===== src/rtl/uart_rx_fifo.sv =====
// uart_rx_fifo: FWFT receive FIFO behind uart_rx; never stalls the line and counts overrun and error drops.
module uart_rx_fifo #(
  parameter int DEPTH    = 16,
  parameter int ADDR_W   = 4,
  parameter int DROP_ERR = 0
) (
  input  logic              clk,
  input  logic              reset,
  input  logic              in_valid,
  output logic              in_ready,
  input  logic [7:0]        in_data,
  input  logic              in_parity_err,
  input  logic              in_frame_err,
  output logic              out_valid,
  input  logic              out_ready,
  output logic [7:0]        out_data,
  output logic              out_parity_err,
  output logic              out_frame_err,
  input  logic              flush,
  input  logic              clear_status,
  output logic [ADDR_W:0]   count,
  output logic              full,
  output logic              empty,
  output logic              overrun,
  output logic [7:0]        drop_count,
  output logic [7:0]        err_count
);
  logic [9:0]        mem [DEPTH];
  logic [ADDR_W-1:0] wr_ptr, rd_ptr;
  logic [ADDR_W:0]   cnt;
  logic              rdy, hs, pop, bad, store, drop, err;
  logic [7:0]        drop_nxt, err_nxt;
  assign in_ready  = rdy;
  assign count     = cnt;
  assign full      = cnt == (ADDR_W+1)'(DEPTH);
  assign empty     = cnt == '0;
  assign out_valid = !empty;
  assign {out_frame_err, out_parity_err, out_data} = mem[rd_ptr];
  always_comb begin
    hs       = in_valid & rdy & !flush;
    pop      = out_valid & out_ready & !flush;
    bad      = (DROP_ERR != 0) && (in_parity_err || in_frame_err);
    store    = hs & !bad & (!full | pop);
    drop     = hs & !bad & full & !pop;
    err      = hs & bad;
    // a same-cycle event beats clear_status, leaving the counter at 1
    drop_nxt = clear_status ? {7'd0, drop} : drop_count + {7'd0, drop && drop_count != 8'hff};
    err_nxt  = clear_status ? {7'd0, err} : err_count + {7'd0, err && err_count != 8'hff};
  end
  always_ff @(posedge clk)
    if (store) mem[wr_ptr] <= {in_frame_err, in_parity_err, in_data};
  always_ff @(posedge clk) begin
    if (reset) begin
      wr_ptr     <= '0;
      rd_ptr     <= '0;
      cnt        <= '0;
      rdy        <= 1'b0;
      overrun    <= 1'b0;
      drop_count <= '0;
      err_count  <= '0;
    end else begin
      rdy        <= 1'b1;
      overrun    <= drop | (overrun & !clear_status);
      drop_count <= drop_nxt;
      err_count  <= err_nxt;
      if (flush) begin
        wr_ptr <= '0;
        rd_ptr <= '0;
        cnt    <= '0;
      end else begin
        wr_ptr <= wr_ptr + ADDR_W'(store);
        rd_ptr <= rd_ptr + ADDR_W'(pop);
        cnt    <= cnt + (ADDR_W+1)'(store) - (ADDR_W+1)'(pop);
      end
    end
  end
endmodule


===== config.mk =====
export PLATFORM = sky130hd
export DESIGN_NAME = uart_rx_fifo
export DESIGN_NICKNAME = d
export VERILOG_FILES = /design/src/rtl/uart_rx_fifo.sv
export SDC_FILE = /design/constraint.sdc
export NUM_CORES = 1
export LEC_CHECK = 0
export BUFFER_PORTS_ARGS = -buffer_cell sky130_fd_sc_hd__buf_2
export CORE_MARGIN = 5
export CORE_UTILIZATION = 60
export CTS_CLUSTER_DIAMETER = 150
export DETAILED_ROUTE_END_ITERATION = 10
export HOLD_SLACK_MARGIN = 0.05
export PLACE_DENSITY_LB_ADDON = 0.12
export SETUP_SLACK_MARGIN = 0.15
export SLEW_MARGIN = 30
export SYNTH_ARGS = -nofsm -noshare
export SYNTH_HDL_FRONTEND = slang
export SYNTH_SLANG_ARGS = --single-unit

===== constraint.sdc =====
create_clock -name clk -period 3.4 [get_ports clk]
set_input_delay 0 -clock clk [delete_from_list [all_inputs] [get_ports clk]]
set_output_delay 0 -clock clk [all_outputs]
set_load 0.02 [all_outputs]

==> flow_summary.yaml <==
timing:
  maxSlewHeadroom: 0.480
  final-hold-violation-count: 0
  tightestPinTransition_ns: 0.778
  rsz0062_at_grt: "false"
  setup_total_negative_slack_ns: 0
  final.setup_skew_ns: 0.00867
  slew_viol_final: 0
  hold_ws_ns: 0.224
  timing.final.setup_violations: 0
  fmax_achieved_mhz: 358
  finalWorstPathRequiredPeriod_ns: 2.79
  post-route-period-util: 0.821
setup_path:
  cpPeakStageDelay_ns: 0.41
  cp-start-kind: "flop"
  worst_ep_required_time_ns: 3.75
  endpoint_kind: "flop"
  worstPathBufferInverterCount: 3
  critical_path.max_fanout: 3
  cell_by_cell_trace_of_the_critical_path: "inv_1 -> ha_1 -> nor4b_1 -> nor3b_1 -> ha_1 -> inv_1 -> ha_1 -> inv_1 -> fa_1 -> nand2b_1 -> a21oi_1 -> nor3_1 -> nor3b_1"
  rrSetupSlack_ns: 0.61
  criticalPathCategory: "flop to flop"
  cp_slowest_cell: "sky130_fd_sc_hd__nor4b_1"
  cp_data_arrival_time_ns: 3.14
  cpLargestDelayFamily: "simple AND/OR/NAND/NOR gates"
  path_depth: 13
  ff2ff_path_depth: 13
synthesis:
  ys_ff_latch: 183
  synth_cells: 401
  ys_seq_area_frac: 0.711
  synth-edff-count: 160
  synthFlopType: "sky130_fd_sc_hd__edfxtp_1"
  yosysUniqueCellTypes: 37
  synth.avg_cell_area_um2: 18.5
  async_flop_share: 0
  yosys_warnings: 0
  netlist_area_um2: 7410
cts:
  tritoncts.num_buffers: 17
  worst_setup_hold_path_clk_slew_ns: 0.07
  postCtsSetupBuffers: 0
  post_cts.resized_instances: 0
  cts_max_path_buffers: 2
  cts_root_buf: "sky130_fd_sc_hd__clkbuf_16"
  h_tree_level_count: 4
  tritoncts_num_sinks: 183
  clk_latency_ns: 0.43
  cts_tree: "built"
  cts-hold-fix-buffers: 15
run:
  max_cap_viol_count: 0
global_routing:
  grt-ovfl-total: 0
  grt_antenna_before_repair: 0
  first_global_vias: 3918
  grt_first_pass_wirelength_mm: 21.5
  grt_max_degree: 26
  globalRouteTotalUtil: 0.200
worst_hold_path:
  min_delay_path_depth: 4
  hold_path.class: "primary input to flop"
routing:
  avgViaCountPerCell: 5.67
  drt_pass1_iterations: 4
  dr.first_iter.drc_count: 307
  via_count: 3741
  wl_per_cell_um: 20.2
  postRouteAntennaNets: 0
  route.final.wire_length_mm: 13.3
  route.detailed.drc: 0
placed_design:
  port_buffers: 43
  routabilityCongestion: 0.761
  detailed_place_hpwl_mm: 8.73
  post_dp_cell_area_um2: 7840
pwr:
  leakagePower_uw: 0.00291
  internal-power_uw: 3480
  power.ir.vdd_worst_mv: 0.262
  netSwitchingFraction: 0.219
  pwr-share-seq: 0.552
  combPwrFrac: 0.045
  total_switching_power_uw: 974
  clockPowerShare: 0.403
  powerDensity_nw_per_um2: 521
  total_power_uw: 4450
floorplanning:
  die-width_um: 121
  core_um2: 12100
  die_h_um: 121
  floorplan.initialDensity: 0.614
  design.portCount: 52
  placement_rows: 40
  fp.dieArea_um2: 14700
finish:
  antennaDiodeCount: 0
  flow.area_growth_from_synthesis_pct: 15.3
  final.fill_count: 775
  final_layout_size_suffix_gt1_frac: 0.266
  layout.nets: 508
  utilization_after_layout: 0.708
  design_area_um2: 8540
outcome:
  outcome: "completed"
power by group through the flow:
| stage | Combinational, uW | Sequential [uW] | Clock [uW] |
|---|---|---|---|
| final | 201 | 2460 | 1790 |
| after global routing | 223 | 2460 | 1930 |
| after CTS | 204 | 2460 | 1830 |
| after detailed placement | 191 | 2510 | 0 |
| after global placement | 185 | 2500 | 0 |
| after floorplan | 125 | 2510 | 0 |
per-layer routing:
metal	wire length [um]	global-route usage
met1	5800	0.268
met2	6750	0.322
met3	556	0.0410
met4	195	0.0822
met5	0	0
worst paths after layout:
| check | startpoint | end |
|---|---|---|
| setup / recovery | count[3] | count[4] |
| hold / removal | out_ready | rd_ptr[0] |
| setup reg to reg | count[3] | count[4] |
| hold reg to reg | drop_count[5] | drop_count[5] |
cell type report:
class / instances / area (um^2) / share of cell area
Sequential cell: 183 / 5270 / 0.617
Multi-Input combinational cell: 186 / 1940 / 0.228
Timing Repair Buffer: 79 / 523 / 0.0613
Clock buffer: 17 / 425 / 0.0498
Tap cell: 168 / 210 / 0.0246
Clock inverter: 15 / 123 / 0.0144
Inverter: 12 / 45.0 / 0.00528
synthesized netlist by cell type, types with 2 or more instances:
cell / instances / share of area
sky130_fd_sc_hd__a21oi_1: 6 / 0.0041
sky130_fd_sc_hd__a22oi_1: 20 / 0.020
sky130_fd_sc_hd__and2_1: 6 / 0.0051
sky130_fd_sc_hd__buf_1: 2 / 0.0010
sky130_fd_sc_hd__buf_12: 4 / 0.011
sky130_fd_sc_hd__buf_2: 4 / 0.0027
sky130_fd_sc_hd__buf_4: 8 / 0.0081
sky130_fd_sc_hd__buf_6: 3 / 0.0046
sky130_fd_sc_hd__clkbuf_1: 5 / 0.0025
sky130_fd_sc_hd__dfxtp_1: 23 / 0.062
sky130_fd_sc_hd__edfxtp_1: 160 / 0.65
sky130_fd_sc_hd__ha_1: 12 / 0.020
sky130_fd_sc_hd__inv_1: 12 / 0.0061
sky130_fd_sc_hd__mux4_1: 18 / 0.064
sky130_fd_sc_hd__mux4_2: 22 / 0.067
sky130_fd_sc_hd__nand2_1: 18 / 0.0091
sky130_fd_sc_hd__nand2b_1: 8 / 0.0068
sky130_fd_sc_hd__nand3_1: 5 / 0.0034
sky130_fd_sc_hd__nor2_1: 16 / 0.0081
sky130_fd_sc_hd__nor2b_1: 3 / 0.0025
sky130_fd_sc_hd__nor3_1: 10 / 0.0068
sky130_fd_sc_hd__nor3b_1: 2 / 0.0020
sky130_fd_sc_hd__nor4_1: 6 / 0.0051
sky130_fd_sc_hd__nor4b_1: 2 / 0.0024
sky130_fd_sc_hd__o21ai_0: 4 / 0.0027
sky130_fd_sc_hd__or2_2: 2 / 0.0017
sky130_fd_sc_hd__or3_1: 2 / 0.0017
sky130_fd_sc_hd__xnor2_1: 4 / 0.0047
sky130_fd_sc_hd__xor2_1: 6 / 0.0071
state kept, by name (all words and copies together) (netlist names):
signal      count
count           5
wr_ptr          4
rd_ptr          4
drop_count      8
overrun         1
mem           160
in_ready        1
cell usage in the layout (no fill, tap or decap), drive strengths merged, types with 5 or more instances in the layout:
master / n
nor3: 10
edfxtp: 160
buf: 64
dlygate4sd3: 15
nor2: 17
a22oi: 20
clkinv: 6
nor4: 6
and2: 6
ha: 12
nand3: 5
nand2b: 8
dfxtp: 23
a21oi: 6
clkbuf: 17
mux4: 40
xor2: 6
conb: 8
nand2: 18
inv: 17
through the flow:
step | cells | setup WS [ns]
after detailed placement | 613 | 0.613
after global placement | 613 | 0.751
after CTS | 660 | 0.582
final | 660 | 0.610
after global routing | 660 | 0.275
after floorplan | 408 | 0.192
tightest hold or removal path: cells and delay by family:
kind,cells,cell delay [ns]
buf+inv,1,0.10
fa+ha+maj,1,0.26
simple gates,2,0.26
logic make-up (layout without fill, tap and decap cells):
kind of cell,after synthesis,after routing,share of synthesized area
xor gates and xnor gates,10,10,0.0118
buffers and inverters,39,123,0.0365
AOI/OAI and AO/OA,31,31,0.0279
other,1,8,0.000506
and+or+nand+nor,84,84,0.0588
muxes,40,40,0.131
adders and majority gates,13,13,0.0230
DFF,183,183,0.711
No activity file was read; power rests on OpenSTA's default activity.
